[src/rtl/niosballe_key_capture_pkg.sv]
// Shared constants for the key-capture port: register map and edge-select encodings.
package niosballe_key_capture_pkg;

    typedef logic [1:0] reg_addr_t;

    localparam reg_addr_t ADDR_DATA    = 2'd0;
    localparam reg_addr_t ADDR_RSVD    = 2'd1;
    localparam reg_addr_t ADDR_IRQMASK = 2'd2;
    localparam reg_addr_t ADDR_EDGECAP = 2'd3;

    localparam int EDGE_RISE = 0;
    localparam int EDGE_FALL = 1;
    localparam int EDGE_ANY  = 2;

endpackage

[src/rtl/niosballe_key_capture_if.sv]
// Avalon-MM slave bus for the key-capture port, including its level interrupt.
interface niosballe_key_capture_if;

    logic [1:0]  address;
    logic        chipselect;
    logic        write_n;
    logic [31:0] writedata;
    logic [31:0] readdata;
    logic        irq;

    modport master (
        output address, chipselect, write_n, writedata,
        input  readdata, irq
    );

    modport slave (
        input  address, chipselect, write_n, writedata,
        output readdata, irq
    );

endinterface

[src/rtl/niosballe_debounce_bit.sv]
// One key input: two-flop synchroniser followed by a consecutive-cycle debounce filter.
module niosballe_debounce_bit #(
    parameter int DEBOUNCE_CYCLES = 50000
) (
    input  logic clk,
    input  logic reset_n,
    input  logic din,
    output logic filt
);

    localparam int CNT_W = (DEBOUNCE_CYCLES < 1) ? 1 : $clog2(DEBOUNCE_CYCLES + 1);
    localparam logic [CNT_W-1:0] CNT_LAST = CNT_W'(DEBOUNCE_CYCLES - 1);

    logic             sync1_reg, sync2_reg;
    logic             filt_reg, filt_next;
    logic [CNT_W-1:0] cnt_reg, cnt_next;

    // The counter only advances while the synchronised input disagrees with
    // the filtered value, so any agreement restarts the qualification window.
    always_comb begin
        filt_next = filt_reg;
        cnt_next  = '0;
        if (sync2_reg != filt_reg) begin
            if (cnt_reg == CNT_LAST) begin
                filt_next = sync2_reg;
            end else begin
                cnt_next = cnt_reg + 1'b1;
            end
        end
    end

    always_ff @(posedge clk or negedge reset_n) begin
        if (!reset_n) begin
            sync1_reg <= 1'b0;
            sync2_reg <= 1'b0;
            filt_reg  <= 1'b0;
            cnt_reg   <= '0;
        end else begin
            sync1_reg <= din;
            sync2_reg <= sync1_reg;
            filt_reg  <= filt_next;
            cnt_reg   <= cnt_next;
        end
    end

    assign filt = filt_reg;

endmodule

[src/rtl/niosballe_key_capture.sv]
// Debounced key input port with per-bit edge capture and masked level IRQ on Avalon-MM.
module niosballe_key_capture
    import niosballe_key_capture_pkg::*;
#(
    parameter int WIDTH           = 4,
    parameter int DEBOUNCE_CYCLES = 50000,
    parameter int EDGE_TYPE       = 0
) (
    input  logic                      clk,
    input  logic                      reset_n,
    input  logic [WIDTH-1:0]          in_port,
    niosballe_key_capture_if.slave    bus
);

    logic [WIDTH-1:0] filt;
    logic [WIDTH-1:0] filt_d_reg;
    logic [WIDTH-1:0] irqmask_reg, irqmask_next;
    logic [WIDTH-1:0] ec_reg, ec_next;
    logic [WIDTH-1:0] evt;
    logic [WIDTH-1:0] clr;
    logic             wr;

    for (genvar gi = 0; gi < WIDTH; gi++) begin : g_bit
        niosballe_debounce_bit #(
            .DEBOUNCE_CYCLES(DEBOUNCE_CYCLES)
        ) u_debounce (
            .clk    (clk),
            .reset_n(reset_n),
            .din    (in_port[gi]),
            .filt   (filt[gi])
        );
    end

    assign wr = bus.chipselect & ~bus.write_n;

    always_comb begin
        case (EDGE_TYPE)
            EDGE_FALL: evt = ~filt & filt_d_reg;
            EDGE_ANY:  evt = filt ^ filt_d_reg;
            default:   evt = filt & ~filt_d_reg;
        endcase
    end

    // A fresh event overrides a same-cycle clear so no edge is ever lost.
    always_comb begin
        clr          = '0;
        irqmask_next = irqmask_reg;
        if (wr && bus.address == ADDR_EDGECAP) begin
            clr = bus.writedata[WIDTH-1:0];
        end
        if (wr && bus.address == ADDR_IRQMASK) begin
            irqmask_next = bus.writedata[WIDTH-1:0];
        end
        ec_next = evt | (ec_reg & ~clr);
    end

    always_ff @(posedge clk or negedge reset_n) begin
        if (!reset_n) begin
            filt_d_reg  <= '0;
            irqmask_reg <= '0;
            ec_reg      <= '0;
        end else begin
            filt_d_reg  <= filt;
            irqmask_reg <= irqmask_next;
            ec_reg      <= ec_next;
        end
    end

    // Zero-wait-state read path; reads never alter state.
    always_comb begin
        bus.readdata = '0;
        case (bus.address)
            ADDR_DATA:    bus.readdata[WIDTH-1:0] = filt;
            ADDR_IRQMASK: bus.readdata[WIDTH-1:0] = irqmask_reg;
            ADDR_EDGECAP: bus.readdata[WIDTH-1:0] = ec_reg;
            default:      bus.readdata = '0;
        endcase
    end

    assign bus.irq = |(ec_reg & irqmask_reg);

endmodule

[src/flat_wrapper.sv]
// flat-port wrapper written by rule: the top's interface ports become plain ports
module niosballe_key_capture_flat import niosballe_key_capture_pkg::*;
#(
    parameter int WIDTH           = 4,
    parameter int DEBOUNCE_CYCLES = 50000,
    parameter int EDGE_TYPE       = 0
)
  (clk, reset_n, in_port, bus_address, bus_chipselect, bus_write_n, bus_writedata, bus_readdata, bus_irq);
  niosballe_key_capture_if bus_i ();
  input  logic clk;
  input  logic reset_n;
  input  logic [WIDTH-1:0] in_port;
  input wire logic [$bits(bus_i.address)-1:0] bus_address;
  input wire logic [$bits(bus_i.chipselect)-1:0] bus_chipselect;
  input wire logic [$bits(bus_i.write_n)-1:0] bus_write_n;
  input wire logic [$bits(bus_i.writedata)-1:0] bus_writedata;
  output wire logic [$bits(bus_i.readdata)-1:0] bus_readdata;
  output wire logic [$bits(bus_i.irq)-1:0] bus_irq;
  assign bus_i.address = bus_address;
  assign bus_i.chipselect = bus_chipselect;
  assign bus_i.write_n = bus_write_n;
  assign bus_i.writedata = bus_writedata;
  assign bus_readdata = bus_i.readdata;
  assign bus_irq = bus_i.irq;
  niosballe_key_capture #(.WIDTH(WIDTH), .DEBOUNCE_CYCLES(DEBOUNCE_CYCLES), .EDGE_TYPE(EDGE_TYPE)) u_core (.clk(clk), .reset_n(reset_n), .in_port(in_port), .bus(bus_i));
endmodule
[config.mk]
export PLATFORM = sky130hd
export DESIGN_NAME = niosballe_key_capture_flat
export DESIGN_NICKNAME = d
export VERILOG_FILES = /design/src/rtl/niosballe_key_capture_pkg.sv /design/src/rtl/niosballe_key_capture_if.sv /design/src/rtl/niosballe_debounce_bit.sv /design/src/rtl/niosballe_key_capture.sv /design/src/flat_wrapper.sv
export SDC_FILE = /design/constraint.sdc
export NUM_CORES = 1
export LEC_CHECK = 0
export ABC_AREA = 1
export CAP_MARGIN = 0
export CORE_MARGIN = 2
export CORE_UTILIZATION = 35
export DETAILED_ROUTE_END_ITERATION = 8
export PLACE_DENSITY = 0.59
export SYNTH_ARGS = -nofsm -noshare
export SYNTH_HDL_FRONTEND = slang
export SYNTH_SLANG_ARGS = --single-unit
[constraint.sdc]
create_clock -name clk -period 2.6 [get_ports clk]
set_clock_uncertainty 0.2 [all_clocks]
set_input_delay 0.39 -clock clk [delete_from_list [all_inputs] [get_ports clk]]
set_output_delay 0.39 -clock clk [all_outputs]
set_load 0.005 [all_outputs]
Word-level counts from Yosys, hierarchy flattened
Index checks and enable logic that the tools add are counted.
{"block": "word_totals", "mem_bits_rw": 0, "reg_bits": 88, "memories": 0, "latchBits": 0, "mem_bits_ro": 0, "output_inout_bits": 33}
{"block": "op_classes", "n_shift": 0, "n_lt_le_gt_ge": 0, "n_addsub": 4, "eq_ne": 10, "n_reduce_logical": 8, "n_mul": 0, "n_bitwise": 8, "mux": 10, "n_div": 0}
{"operator": "16-bit 2-to-1 mux", "count": 8}
{"operator": "16-bit by 1-bit adder with 16-bit output (second input constant)", "count": 4}
{"operator": "16-bit == test (second input constant)", "count": 4}
{"operator": "4-bit bitwise AND", "count": 3}
{"operator": "4-bit one-hot mux with 3 select lines", "count": 1}
{"operator": "4-bit inverter", "count": 2}
{"operator": "2-bit AND reduction", "count": 4}
{"operator": "2-bit == test (second input constant)", "count": 2}
{"operator": "4-bit 2-to-1 mux", "count": 1}
{"operator": "1-bit != test", "count": 4}
{"operator": "4-bit bitwise OR", "count": 1}
{"operator": "4-bit OR reduction", "count": 1}
{"operator": "1-bit logical AND", "count": 2}
{"operator": "2-bit zero test", "count": 1}
{"operator": "1-bit bitwise AND", "count": 1}
{"operator": "1-bit inverter", "count": 1}

Depth between registers and ports, before layout
Gate-level depths: netlist of run 1.
{"block": "depth", "depth_word": 7, "depth_mapped": 8}

By module
From an unflattened synthesis of run 1, not the netlist that was laid out.
{"block": "unflattened", "hier_cells": 627, "hier_area_um2": 4899.7}
{"module": "niosballe_debounce_bit at u_core.g_bit[0].u_debounce ...", "seq_area_each_um2": 475.5, "instances": 3, "area_each_um2": 1036.0, "cells_each": 132}
{"module": "niosballe_debounce_bit at u_core.g_bit[1].u_debounce", "seq_area_each_um2": 475.5, "instances": 1, "area_each_um2": 1013.5, "cells_each": 129}
{"module": "niosballe_key_capture", "seq_area_each_um2": 300.3, "instances": 1, "area_each_um2": 778.2, "cells_each": 102}

Worst setup path before layout of run 1
No wires, ideal clock.
{"block": "synth_timing", "kind": "flip-flop to flip-flop", "startpoint": "register u_core.g_bit[0].u_debounce.cnt_reg[0]", "endpoint": "register u_core.g_bit[0].u_debounce.cnt_reg[8]", "arrival_time_ps": 1125, "path_buffers": 0, "period_less_slack_ps": 1443, "slack_ps": 1157, "stages_incl_launch_ff": 7, "cell_sequence": "dfrtp_1 -> ha_1 -> nand3_2 -> nor3_2 -> nand2_2 -> nand2_2 -> nor2_1"}
{"block": "synth_between", "elab_chain_len": 3, "word_cells_on_any_way": 4, "classes_between": "add/sub (1); eq/ne (1); mux (2)"}
{"element": "from (decl)", "line": "niosballe_debounce_bit.sv:16", "rtl": "logic [CNT_W-1:0] cnt_reg, cnt_next;"}
{"element": "from (signal assigned)", "line": "niosballe_debounce_bit.sv:42", "rtl": "cnt_reg <= cnt_next;"}
{"element": "16-bit by 1-bit adder with 16-bit output / 16-bit == test (equally long branches)", "line": "niosballe_debounce_bit.sv:27, niosballe_debounce_bit.sv:24"}
{"element": "16-bit 2-to-1 mux (*)", "line": "niosballe_debounce_bit.sv:24", "rtl": "if (cnt_reg == CNT_LAST) begin"}
{"element": "16-bit 2-to-1 mux (*)", "line": "niosballe_debounce_bit.sv:23", "rtl": "if (sync2_reg != filt_reg) begin"}
{"element": "via u_core.g_bit[0].u_debounce.cnt_next[8]", "line": "niosballe_debounce_bit.sv:16"}
The timed path passes the listed nets; every way through them passes the cells marked *.
A chain may end at the register's enable or synchronous reset.

Worst setup path in the final report of run 1
{"block": "layout_timing", "startpoint": "input port bus_address[0]", "endpoint": "output port bus_readdata[2]"}
{"block": "layout_between", "elab_chain_len": 2, "word_cells_on_any_way": 4, "classes_between": "eq/ne (2); mux (1); reduce/logical (1)"}
{"element": "from (decl)", "line": "flat_wrapper.sv:13", "rtl": "input wire logic [$bits(bus_i.address)-1:0] bus_address;"}
{"element": "2-bit == test / 2-bit zero test (equally long branches)", "line": "niosballe_key_capture.sv:72", "rtl": "case (bus.address)"}
{"element": "4-bit one-hot mux with 3 select lines (*)", "line": "niosballe_key_capture.sv:72"}
{"element": "to (decl)", "line": "flat_wrapper.sv:17", "rtl": "output wire logic [$bits(bus_i.readdata)-1:0] bus_readdata;"}
Mark *: on every way between the ends. The rest lies on a longest branch, timed or not.

==> flow_summary.yaml, run 1 <==
placed_design:
  place_hpwl_um: 6820
  globalplace.congestion: 0.889
  place_ws_ns: 0.0576
  numPortBuffers: 18
worst_setup_path:
  endpoint: "bus_readdata[2]"
  worst-path-max-fanout: 4
  start_kind: "primary input"
  timing.rr.end: "u_core.g_bit[0].u_debounce.cnt_reg[14]"
  critPathKind: "primary input to primary output"
  critical_path_arrival_ns: 1.86
  endpoint_kind: "primary output"
  reg2reg_slack_ns: 0.95
  r2r-start: "u_core.g_bit[0].u_debounce.cnt_reg[0]"
  worstPathRequired_ns: 2.01
  ff2ff_path_depth: 6
  crit_start: "bus_address[0]"
floorplanning:
  die_h_um: 121
  rows: 42
  initial_core_util: 0.359
  die_area_um2: 14600
  core-area_um2: 13300
  die_x_um: 121
  ioPinCount: 75
grt:
  use_met1: 0.165
  grt_util_met3: 0.0330
  grt_max_degree: 56
  grt_pass1_wl_um: 16100
  grt.busiest_layer: "met2"
  grt_util_met2: 0.239
  antenna_found_initial: 0
  grt_overflow: 0
  grtUsageTotal: 0.138
  grt_pass1_vias: 3546
detailed_routing:
  wl_per_cell_um: 11.6
  ant_nets: 0
  via_count: 3642
  dr.pass1.iters: 4
  drt_wl_total_um: 9340
  drt_iter0_drc: 184
  drc: 0
  vias_per_cell: 4.54
power:
  powerDensity_nw_per_um2: 556
  max-vdd-ir-drop_uv: 407
  p_leak_nw: 2.49
  total_power_mw: 3.00
synthesis:
  yosysUniqueCellTypes: 27
  yosysSeqAreaShare: 0.462
  yosys.area.top_type: "dfrtp_1"
  synthTopCellsByArea: "dfrtp_1 46%, nor2_1 10%, nand2_1 8.6%, inv_1 4.6%, buf_4 4.4%"
  synth_top_cell_area_share: 0.462
  syn_area_um2: 4770
  yosysWarnings: 0
  syn_area_per_cell_um2: 8.06
  ys_ff_latch: 88
  synth_cells: 592
finish:
  final_nets: 668
  largest_register_ff_count: 64
  area_growth_pct: 13.3
  insertedDiodeCount: 0
  final_cell_mix: "129 x nor2_1, 109 x nand2_1, 88 x dfrtp_1, 59 x inv_1, 42 x nand3_1"
  final_common_cell: "nor2_1"
  drive_gt1_frac: 0.120
clocking:
  clock_latency_ns: 0.34
  cts_setup_buffers: 0
  cts_tree: "done"
  path_clk_slew_ns: 0.06
  clk_path_buf_depth: 2
  cts_max_level: 3
  cts_root_buf: "clkbuf_16"
  clkSinkCount: 88
  cts_buffers: 9
timing:
  fin_tns_setup_ns: 0
  timing.final.crit_share: 0.942
  setup_viol: 0
  layout_min_cycle_time_ns: 2.45
  setup_slack_ns: 0.150
  drv_slew: 0
  rsz0062_at_grt: "false"
  hold_violations: 0
  timing.fmax_ghz: 0.408
hold_path:
  min_path_type: "flip-flop to flip-flop"
run_status:
  status: "finished, final reports clean"
flow_run:
  maxCapViolCount: 0
worst min path at each step:
stage,from,endpoint,slack (ns),cells after the start
4_1_cts,u_core.g_bit[1].u_debounce.sync1_reg,u_core.g_bit[1].u_debounce.sync2_reg,0.16,0
5_1_grt,u_core.g_bit[2].u_debounce.sync1_reg,u_core.g_bit[2].u_debounce.sync2_reg,0.17,0
3_3_place_gp,u_core.g_bit[2].u_debounce.sync1_reg,u_core.g_bit[2].u_debounce.sync2_reg,0.14,0
6_report,u_core.g_bit[2].u_debounce.sync1_reg,u_core.g_bit[2].u_debounce.sync2_reg,0.16,0
2_1_floorplan,reset_n,u_core.ec_reg[0],-0.11,0
3_5_place_dp,u_core.g_bit[2].u_debounce.sync1_reg,u_core.g_bit[2].u_debounce.sync2_reg,0.15,0
critical path, stage by stage:
cell	delay [ns]
clkdlybuf4s50_1	0.45
nor2_1	0.26
nand2_1	0.08
nand3_1	0.15
clkdlybuf4s50_1	0.52
what timing repair did:
action,in CTS,in global routing
resized for setup,0,1
setup endpoints to repair,0,2
endpoints found under the hold margin,33,0
hold buffers,1,0
per-stage QoR:
stage / instances / hold slack (ns) / cell area, um^2 / util
global placement: 786 / 0.139 / 5080 / 0.382
finish: 803 / 0.156 / 5400 / 0.406
detailed placement: 786 / 0.146 / 5080 / 0.382
global route: 803 / 0.165 / 5400 / 0.406
CTS: 803 / 0.160 / 5400 / 0.406
floorplan: 619 / -0.106 / 4870 / -
synth_stat cells:
library cell and number:
a21oi_1 10, nor3b_2 3, o21bai_1 2, nand2_2 19
nand2_1 109, nand3_1 42, nor2_1 130, a21o_1 1
dfrtp_1 88, ha_1 4, o21bai_2 3, nor3_1 1
conb_1 1, a31oi_1 5, nor3_2 5, inv_1 59
xor2_2 4, xor2_1 20, buf_4 28, nor2_2 12
xnor2_1 8, nor2_4 1, inv_2 3, o21ai_0 13
nand3_2 7, nand4_1 10, o21ai_1 4
cell families after synthesis:
kind of cell,after synthesis,synth area share
flops,88,0.462
fa+ha+maj,4,0.0105
other cells,1,0.000786
xor+xnor,32,0.0651
compound gates,38,0.0467
simple gates,339,0.322
buf+inv,90,0.0929
metal layers:
layer / up-vias / part of all wire
met1: 1707 / 0.46
met5: - / 0
met3: 13 / 0.033
met4: 0 / 0.017
met2: 62 / 0.49
li1: 1860 / -
area by class of cell:
class                      count  area (um^2)
tap                          176          220
inverter                      62          233
clock buffer                  10          229
clock inverter                 6         83.8
multi-input combinational    441         2230
sequential                    88         2200
fill                        1361         7890
timing repair buffer          20          208
where the power goes:
group / switching, mW / leakage (nW) / internal [mW]
Combinational: 0.109 / 1.15 / 0.0780
Sequential: 0.0383 / 1.19 / 1.41
Clock: 0.527 / 0.156 / 0.838
(Power assumes the default switching activity.)
==> run 2, diff against run 1 <==
- SKIP_LAST_GASP: default -> 1
- SLEW_MARGIN: default -> 5
- SYNTH_HIERARCHICAL: default -> 1
==> run 2 against run 1 <==
Die area up 2.6%. Final cell count up 5.1%. Largest cell class unchanged. Clock power about the same. Global-route usage up 0.76 points. Highest routed layer unchanged.
==> flow_summary.yaml, run 2 <==
run_status:
  status: "finished, final reports clean"
finish:
  final_core_util: 0.404
  ff_latch_area_um2: 2200
  final_area_um2: 5560
  final_common_cell: "nand2_1"
  final_nets: 705
  drive_gt1_frac: 0.114
  final_cell_mix: "146 x nand2_1, 124 x nor2_1, 88 x dfrtp_1, 69 x inv_1, 54 x nand3_1"
  multi_input_area_um2: 2310
  largest_register_ff_count: 64
  fill_cells: 1394
  insertedDiodeCount: 0
  area_growth_pct: 13.5
clocking:
  clkSinkCount: 88
  clock_latency_ns: 0.34
  cts_max_level: 3
  clk_path_buf_depth: 2
  cts_tree: "done"
  cts_root_buf: "clkbuf_16"
  path_clk_slew_ns: 0.06
  cts_buffers: 9
placed_design:
  place_hpwl_um: 7210
  globalplace.congestion: 0.877
  place_ws_ns: 0.0967
  numPortBuffers: 18
  dpl-instance-area_um2: 5210
synthesis:
  netlist_top_cells_count: "146 x nand2_1, 125 x nor2_1, 88 x dfrtp_1"
  synth_cells: 627
  synth-compound-area-share: 0.0301
  yosysMostFrequentCell: "nand2_1"
  ys.flop_type: "dfrtp_1"
  syn_area_um2: 4900
  synthTopCellsByArea: "dfrtp_1 45%, nand2_1 11%, nor2_1 9.6%, nand3_1 5.5%, inv_1 5.3%"
  synth_top_cell_area_share: 0.449
  synthSimpleGateAreaFrac: 0.368
  yosys.area.top_type: "dfrtp_1"
  yosysSeqAreaShare: 0.449
  synth_top_family_by_area: "simple AND/OR/NAND/NOR gates"
  synthArstFlopShare: 1.00
  synthMuxAreaShare: 0
  syn_area_per_cell_um2: 7.81
  yosysUniqueCellTypes: 29
  synth_xor_xnor_area_share: 0.0401
  ys_ff_latch: 88
  synthAdderAreaFrac: 0.0102
  yosysWarnings: 6
  synth_edf_count: 0
worst_setup_path:
  endpoint: "bus_readdata[3]"
  crit_start: "bus_address[0]"
  start_kind: "primary input"
  worst-path-max-fanout: 8
  endpoint_kind: "primary output"
  path_buf_inv: 3
  r2r-start: "u_core/g_bit[3].u_debounce/cnt_reg[0]"
  cp_num_cells: 6
  critical_path_arrival_ns: 1.91
  slowest_stage: "clkdlybuf4s50_1"
  critPathKind: "primary input to primary output"
  cp_top_family: "buffers and inverters"
  cp_cell_sequence: "clkdlybuf4s50_1 > nand2_1 > inv_2 > nand2_1 > nand3_1 > clkdlybuf4s50_1"
  worstPathRequired_ns: 2.01
  ff2ff_path_depth: 6
  timing.rr.end: "u_core/g_bit[3].u_debounce/cnt_reg[8]"
  reg2reg_slack_ns: 0.97
  max_stage_delay_ns: 0.56
power:
  p_leak_nw: 2.71
  powerDensity_nw_per_um2: 545
  total_power_mw: 3.03
  max-vdd-ir-drop_uv: 306
detailed_routing:
  via_count: 3946
  drc: 0
  drt_iter0_drc: 244
  drt_wl_total_um: 9960
  vias_per_cell: 4.68
  ant_nets: 0
  wl_per_cell_um: 11.8
  dr.pass1.iters: 4
timing:
  layout_min_cycle_time_ns: 2.50
  rsz0062_at_grt: "false"
  tightest_slew_ns: 0.578
  hold_violations: 0
  slew_headroom: 0.614
  drv_slew: 0
  fin_tns_setup_ns: 0
  timing.fmax_ghz: 0.400
  setup_slack_ns: 0.0975
  setup_viol: 0
  timing.final.crit_share: 0.962
floorplanning:
  initial_core_util: 0.356
  die_area_um2: 15000
  core-area_um2: 13800
  die_h_um: 122
  ioPinCount: 75
  die_x_um: 122
  rows: 43
grt:
  grt_overflow: 0
  antenna_found_initial: 0
  grt_util_met2: 0.238
  use_met1: 0.187
  grt_util_met3: 0.0414
  grt.busiest_layer: "met2"
  grtUsageTotal: 0.145
  grt_max_degree: 47
  grt_pass1_wl_um: 17300
  grt_pass1_vias: 3747
hold_path:
  min_path_type: "flip-flop to flip-flop"
flow_run:
  maxCapViolCount: 0
[run 2: power by group]
part           switching [mW]  leakage [nW]  internal (mW)  total [mW]
registers              0.0379          1.19           1.41        1.45
logic                   0.123          1.36         0.0816       0.204
clock network           0.527         0.159          0.849        1.38
total                   0.687          2.71           2.34        3.03
[run 2: how the worst min path moves through the flow]
stage	from	endpoint	slack [ns]	cells past startpoint
global placement	u_core/g_bit[1].u_debounce/sync1_reg	u_core/g_bit[1].u_debounce/sync2_reg	0.13	0
finish	u_core/g_bit[0].u_debounce/sync1_reg	u_core/g_bit[0].u_debounce/sync2_reg	0.15	0
global route	u_core/g_bit[2].u_debounce/sync1_reg	u_core/g_bit[2].u_debounce/sync2_reg	0.16	0
CTS	u_core/g_bit[0].u_debounce/sync1_reg	u_core/g_bit[0].u_debounce/sync2_reg	0.15	0
floorplan	reset_n	u_core/ec_reg[0]	-0.11	0
detailed placement	u_core/g_bit[0].u_debounce/sync1_reg	u_core/g_bit[0].u_debounce/sync2_reg	0.14	0
[run 2: per-layer routing]
layer | vias to the layer above | routed length, um
met5 | - | 0
met4 | 0 | 153
met3 | 10 | 479
met2 | 100 | 4780
met1 | 1855 | 4550
li1 | 1981 | -
[run 2: through the flow]
| step | std cells | hold slack, ns |
|---|---|---|
| 3_5_place_dp | 825 | 0.137 |
| 6_report | 844 | 0.149 |
| 3_3_place_gp | 825 | 0.135 |
| 2_1_floorplan | 654 | -0.106 |
| 5_1_grt | 844 | 0.157 |
| 4_1_cts | 842 | 0.152 |
[run 2: area by class of cell]
type | instances | share of cell area
Clock buffer | 14 | 0.0511
Clock inverter | 2 | 0.00630
Inverter | 76 | 0.0513
Multi-Input combinational cell | 462 | 0.415
Tap cell | 180 | 0.0405
Timing Repair Buffer | 22 | 0.0401
Sequential cell | 88 | 0.396
[run 2: what timing repair did]
action                                 4_1_cts  5_1_grt
resized for setup                            0        1
buffers inserted                             0        2
setup endpoints to repair                    0        1
hold buffers                                 1        0
endpoints found under the hold margin       42        0
[run 2: logic make-up (layout without fill, tap and decap cells)]
logic type | Yosys count | after routing
AND/OR/NAND/NOR | 387 | 387
flip-flops | 88 | 88
adder cells (fa/ha/maj) | 4 | 4
XOR/XNOR | 19 | 19
buffers and inverters | 104 | 114
other | 1 | 28
AO/OA/AOI/OAI | 24 | 24
